[src/rtl/move_serializer.sv]
// Serializes a legal-target bitboard into one (from, to) move per accepted handshake.
// Optional build macro MOVE_SERIALIZER_CAPTURE_FLAG_EN enables the move_capture flag.
module move_serializer #(
  parameter bit LSB_FIRST = 1'b1
) (
  input  logic        clock,
  input  logic        initialize,
  input  logic        load,
  input  logic [5:0]  from_square,
  input  logic [63:0] move_wires,
  input  logic [63:0] is_occupied_wires,
  output logic        move_valid,
  input  logic        move_ready,
  output logic [5:0]  move_from,
  output logic [5:0]  move_to,
  output logic        move_last,
  output logic        move_capture,
  output logic        busy,
  output logic        done,
  output logic [6:0]  move_count
);

  typedef enum logic [1:0] {
    IDLE = 2'd0,
    EMIT = 2'd1,
    DONE = 2'd2
  } state_e;

  state_e      state_q, state_d;
  logic [63:0] pending_q, pending_d;
  logic [5:0]  from_q, from_d;
  logic [6:0]  count_q, count_d;
  logic [5:0]  to_idx;

  // Priority encoder: the last match in loop order wins, so the loop runs
  // away from the square that should be emitted first.
  always_comb begin
    to_idx = 6'd0;
    if (LSB_FIRST) begin
      for (int i = 63; i >= 0; i--) begin
        if (pending_q[i]) to_idx = 6'(i);
      end
    end else begin
      for (int i = 0; i < 64; i++) begin
        if (pending_q[i]) to_idx = 6'(i);
      end
    end
  end

  assign move_valid = (state_q == EMIT);
  assign move_to    = to_idx;
  assign move_from  = from_q;
  assign move_last  = (pending_q != 64'd0) && ((pending_q & (pending_q - 64'd1)) == 64'd0);
  assign busy       = (state_q != IDLE);
  assign done       = (state_q == DONE);
  assign move_count = count_q;

`ifdef MOVE_SERIALIZER_CAPTURE_FLAG_EN
  assign move_capture = move_valid & is_occupied_wires[to_idx];
`else
  logic unused_occupied;
  assign unused_occupied = ^is_occupied_wires;
  assign move_capture    = 1'b0;
`endif

  // NOTE: every always_comb target gets a default first so no path can infer a latch.
  always_comb begin
    state_d   = state_q;
    pending_d = pending_q;
    from_d    = from_q;
    count_d   = count_q;
    unique case (state_q)
      IDLE: begin
        if (load) begin
          pending_d = move_wires;
          from_d    = from_square;
          count_d   = 7'd0;
          state_d   = (move_wires == 64'd0) ? DONE : EMIT;
        end
      end
      EMIT: begin
        if (move_ready) begin
          pending_d[to_idx] = 1'b0;
          count_d           = count_q + 7'd1;
          if (move_last) state_d = DONE;
        end
      end
      DONE:    state_d = IDLE;
      default: state_d = IDLE;
    endcase
  end

  // NOTE: sequential state uses non-blocking assignments so all flops update together.
  always_ff @(posedge clock or posedge initialize) begin
    if (initialize) begin
      state_q   <= IDLE;
      pending_q <= 64'd0;
      from_q    <= 6'd0;
      count_q   <= 7'd0;
    end else begin
      state_q   <= state_d;
      pending_q <= pending_d;
      from_q    <= from_d;
      count_q   <= count_d;
    end
  end

endmodule
[config.mk]
export PLATFORM = sky130hd
export DESIGN_NAME = move_serializer
export DESIGN_NICKNAME = d
export VERILOG_FILES = /design/src/rtl/move_serializer.sv
export SDC_FILE = /design/constraint.sdc
export NUM_CORES = 1
export LEC_CHECK = 0
export ABC_CLOCK_PERIOD_IN_PS = 3300
export CAP_MARGIN = 20
export CORE_ASPECT_RATIO = 1.4
export CORE_MARGIN = 4
export CORE_UTILIZATION = 44
export CTS_BUF_LIST = sky130_fd_sc_hd__clkbuf_8
export DETAILED_ROUTE_END_ITERATION = 6
export PLACE_DENSITY = 0.76
export REMOVE_ABC_BUFFERS = 1
export SYNTH_ARGS = -nofsm -noshare
export SYNTH_HDL_FRONTEND = slang
export SYNTH_SLANG_ARGS = --single-unit
[constraint.sdc]
create_clock -name clock -period 3.3 [get_ports clock]
set_clock_uncertainty 0.05 [all_clocks]
set_input_delay 0.495 -clock clock [delete_from_list [all_inputs] [get_ports clock]]
set_output_delay 0.495 -clock clock [all_outputs]
set_load 0.02 [all_outputs]
==> metrics.txt, run 1 <==
# TYPE chip_impl_metric gauge
chip_impl_info{name="failed_checks",value="setup timing"} 1
chip_impl_info{name="timing.critical_path.from_type",value="flip-flop"} 1
chip_impl_metric{name="drive_above_1_share",unit="%"} 25.36
chip_impl_metric{name="syn-cell-area",unit="mm2"} 0.005186
chip_impl_metric{name="ant_nets",unit=""} 0
chip_impl_metric{name="timing.final.hold_violations",unit=""} 0
chip_impl_metric{name="synth.avg_cell_area",unit="um2"} 7.846
chip_impl_info{name="synth_top_cells_by_count",value="142 x sky130_fd_sc_hd__o21ai_0, 110 x sky130_fd_sc_hd__nand2_1, 79 x sky130_fd_sc_hd__dfrtp_1"} 1
chip_impl_metric{name="dieWidth",unit="um"} 99.76
chip_impl_metric{name="max_cap_viol_count",unit=""} 0
chip_impl_metric{name="final-setup-viol-count",unit=""} 1
chip_impl_metric{name="core_area",unit="mm2"} 0.01145
chip_impl_metric{name="post_route_m1_wl",unit="um"} 8554
chip_impl_metric{name="finalWorstPathRequiredPeriod",unit="ns"} 3.882
chip_impl_metric{name="detail_route.first_pass.iterations",unit=""} 5
chip_impl_metric{name="synth_seq_area_share",unit="%"} 38.12
chip_impl_metric{name="detailed_place.area",unit="mm2"} 0.007382
chip_impl_metric{name="grtUsageTotal",unit="%"} 31.75
chip_impl_metric{name="worst_slack",unit="ns"} -0.5822
chip_impl_metric{name="port_buffers",unit=""} 96
chip_impl_info{name="timing.critical_path.from",value="pending_q[30]"} 1
chip_impl_metric{name="yosysWarnings",unit=""} 0
chip_impl_metric{name="worstSkewPairLatency",unit="ns"} 0.38
chip_impl_metric{name="detailed_place_hpwl",unit="um"} 16710
chip_impl_metric{name="asyncSetResetFlopFracSynth",unit="%"} 100.0
chip_impl_metric{name="first_global_vias",unit=""} 6448
chip_impl_info{name="worstSetupPathType",value="reg -> out"} 1
chip_impl_metric{name="grt_start_max_net_pins",unit=""} 72
chip_impl_info{name="cts_tree",value="yes"} 1
chip_impl_metric{name="area.growth.synth_to_final",unit="%"} 51.36
chip_impl_metric{name="drtIter0Drc",unit=""} 372
chip_impl_metric{name="cp.required",unit="ns"} 2.75
chip_impl_info{name="hold_path.class",value="in -> async"} 1
chip_impl_metric{name="globalplace.congestion",unit=""} 0.9766
chip_impl_metric{name="critical_path.max_fanout",unit=""} 4
chip_impl_metric{name="met3RoutedLength",unit="um"} 1383
chip_impl_metric{name="peakVddDrop",unit="mV"} 0.5501
chip_impl_metric{name="fillers",unit=""} 974
chip_impl_metric{name="arrival_time_of_data_at_the_critical_path_endpoint",unit="ns"} 3.34
chip_impl_metric{name="worst_pin_slew",unit="ns"} 0.5956
chip_impl_info{name="topRoutingLayerUsed",value="met4"} 1
chip_impl_metric{name="cts_made_buffers",unit=""} 9
chip_impl_metric{name="routed_wire_length_per_instance",unit="um"} 19.97
chip_impl_metric{name="antenna_found_initial",unit=""} 0
chip_impl_metric{name="dieArea",unit="mm2"} 0.01361
chip_impl_metric{name="numClockSinks",unit=""} 79
chip_impl_metric{name="drc_errors",unit=""} 0
chip_impl_metric{name="clock_transition_at_the_register_clock_pins_on_the_worst_setup_and_hold_paths_after_cts",unit="ns"} 0.10
chip_impl_metric{name="floorplan.initialDensity",unit="%"} 45.28
chip_impl_info{name="r2r-start",value="pending_q[30]"} 1
chip_impl_metric{name="ff_latch_area",unit="mm2"} 0.001978
chip_impl_metric{name="n_antenna_cell",unit=""} 0
chip_impl_metric{name="synth_top_cell_area_share",unit="%"} 38.12
chip_impl_info{name="clock_tree.root_cell",value="sky130_fd_sc_hd__clkbuf_8"} 1
chip_impl_info{name="synthFlopType",value="sky130_fd_sc_hd__dfrtp_1"} 1
chip_impl_metric{name="achievable_clock_frequency",unit="GHz"} 0.2576
chip_impl_metric{name="totalNegativeSetupSlack",unit="ns"} -0.5822
chip_impl_metric{name="grt_first_pass_wirelength",unit="um"} 33470
chip_impl_metric{name="multi_input_comb_area",unit="mm2"} 0.003204
chip_impl_metric{name="met2WireLength",unit="um"} 10340
chip_impl_info{name="grt_setup_unrepaired",value="true"} 1
chip_impl_info{name="synthDominantAreaCellType",value="sky130_fd_sc_hd__dfrtp_1"} 1
chip_impl_metric{name="fp-row-count",unit=""} 46
chip_impl_metric{name="max_slew_margin",unit="%"} 60.30
chip_impl_metric{name="netlist_instances",unit=""} 661
chip_impl_metric{name="io_pins",unit=""} 162
chip_impl_metric{name="static-leakage-power",unit="nW"} 3.196
chip_impl_metric{name="timing.final.max_slew_violations",unit=""} 0
chip_impl_metric{name="die_height",unit="um"} 136.5
chip_impl_metric{name="htree_levels",unit=""} 3
chip_impl_metric{name="drt-total-wl",unit="um"} 21150
chip_impl_metric{name="grt_overflow",unit=""} 0
chip_impl_metric{name="layout.nets",unit=""} 1049
chip_impl_metric{name="clock_tree.buffer_depth",unit=""} 2
chip_impl_metric{name="synth.lib_cells_used.distinct",unit=""} 67
chip_impl_info{name="yosysMostFrequentCell",value="sky130_fd_sc_hd__o21ai_0"} 1
chip_impl_metric{name="fin_crit_sh",unit="%"} 117.6
chip_impl_metric{name="p_per_area",unit="mW/mm2"} 989.7
chip_impl_metric{name="vias",unit=""} 6300
chip_impl_info{name="status",value="finished with violations"} 1
chip_impl_info{name="synth.top_cells.by_area",value="sky130_fd_sc_hd__dfrtp_1 38%, sky130_fd_sc_hd__o21ai_0 14%, sky130_fd_sc_hd__nand2_1 8.0%"} 1
chip_impl_metric{name="avgViaCountPerCell",unit=""} 5.949
chip_impl_info{name="cp-end-kind",value="output port"} 1
chip_impl_metric{name="synth.ff_latch_count",unit=""} 79
chip_impl_metric{name="post-route-cell-area",unit="mm2"} 0.007850
chip_impl_metric{name="synth_edf_count",unit=""} 0
chip_impl_metric{name="utilization",unit="%"} 68.54
per-layer routing:
layer  up-vias  track usage (%)
li1       2986                -
met1      3019            38.85
met2       239            53.08
met3        56            6.366
met4         0            15.26
met5         -                0
layout make-up:
type / count / share of cell area [%]
repair buffers: 266 / 28.67
inverters: 15 / 0.7491
flip-flops and latches: 79 / 25.20
multi-input cells: 539 / 40.82
clock buffers: 9 / 1.578
well taps: 144 / 2.295
clock inverters: 7 / 0.6854
metrics by stage:
step                hold slack [ns]  total power, mW  setup WS (ns)  std cells
global route                 0.3549            8.292        -0.7028       1059
CTS                          0.3332            7.555        -0.5277       1052
finish                       0.3363            7.769        -0.5822       1059
global placement             0.4121            6.589        -0.6834       1029
floorplan                    0.4811            3.966        -0.7921        633
detailed placement           0.4204            6.674        -0.7358       1029
flip-flops by register name, summed over array words and instances, names as in the netlist:
| signal | flops |
|---|---|
| move_count | 7 |
| pending_q | 64 |
| move_from | 6 |
| state_q | 2 |
placed cells by master (no fill, tap or decap), types with 4 or more instances in the layout:
cell and n:
sky130_fd_sc_hd__nor2_1 47, sky130_fd_sc_hd__nor3_1 19, sky130_fd_sc_hd__a21oi_1 18, sky130_fd_sc_hd__a31oi_1 9, sky130_fd_sc_hd__nor4_4 5, sky130_fd_sc_hd__clkbuf_8 9
sky130_fd_sc_hd__dfrtp_1 78, sky130_fd_sc_hd__clkdlybuf4s50_1 89, sky130_fd_sc_hd__buf_6 9, sky130_fd_sc_hd__nand2b_1 6, sky130_fd_sc_hd__o21a_1 6, sky130_fd_sc_hd__or4_1 4
sky130_fd_sc_hd__or4_4 4, sky130_fd_sc_hd__inv_1 13, sky130_fd_sc_hd__o31ai_1 6, sky130_fd_sc_hd__o41ai_1 5, sky130_fd_sc_hd__nand2_1 110, sky130_fd_sc_hd__buf_4 164
sky130_fd_sc_hd__nor2b_1 10, sky130_fd_sc_hd__nand4_1 17, sky130_fd_sc_hd__nor4_1 25, sky130_fd_sc_hd__nand3_1 11, sky130_fd_sc_hd__nand3b_1 4, sky130_fd_sc_hd__o2111ai_1 4
sky130_fd_sc_hd__o211ai_1 8, sky130_fd_sc_hd__o21ai_0 140, sky130_fd_sc_hd__nor4_2 7, sky130_fd_sc_hd__or3_1 5
logic make-up after synthesis:
group                    share of synthesized area, %
buffers and inverters                           3.378
XOR/XNOR                                       0.6756
AND/OR/NAND/NOR                                 29.02
flip-flops                                      38.12
other                                         0.07231
AO/OA/AOI/OAI                                   27.91
adder cells (fa/ha/maj)                        0.8202
path summary, 6_finish.rpt:
path	slack, ns	cells past startpoint	end
max in group asynchronous	2.10	3	pending_q[28]
max	-0.58	10	move_last
min reg2reg	0.44	2	move_from[3]
max reg2reg	0.14	11	state_q[1]
min in group clock	0.44	2	move_from[3]
min	0.34	2	move_from[5]
power by group:
group	internal, mW	switching, mW
clock network	0.279	0.413
logic	2.41	2.90
registers	1.40	0.362
worst max-delay path: stages (launching register included):
cell and delay, ns:
sky130_fd_sc_hd__dfrtp_1 0.41, sky130_fd_sc_hd__nor4_2 0.31, sky130_fd_sc_hd__buf_4 0.17, sky130_fd_sc_hd__nand4_4 0.13, sky130_fd_sc_hd__or4_4 0.53, sky130_fd_sc_hd__or4_4 0.43, sky130_fd_sc_hd__a21o_1 0.19, sky130_fd_sc_hd__o31a_1 0.13
sky130_fd_sc_hd__nor4_4 0.36, sky130_fd_sc_hd__and2_4 0.20, sky130_fd_sc_hd__buf_6 0.11
what timing repair did:
item                                    CTS  global route
hold buffers                              0             0
buffers inserted                          8             9
endpoints found under the setup margin   15            41
pin swaps                                19            13
hold endpoints to repair                  0             0
resized for setup                        48            19
No activity file was read; power rests on OpenSTA's default activity.
==> inputs of run 2 (changes only) <==
--- a/config.mk
+++ b/config.mk
@@ -14,6 +14,7 @@
 export DETAILED_ROUTE_END_ITERATION = 6
 export PLACE_DENSITY = 0.76
 export REMOVE_ABC_BUFFERS = 1
+export SLEW_MARGIN = 5
 export SYNTH_ARGS = -nofsm -noshare
 export SYNTH_HDL_FRONTEND = slang
 export SYNTH_SLANG_ARGS = --single-unit
==> results of run 2 <==
No change in the layout: final DEF, timing and power equal those of run 1.
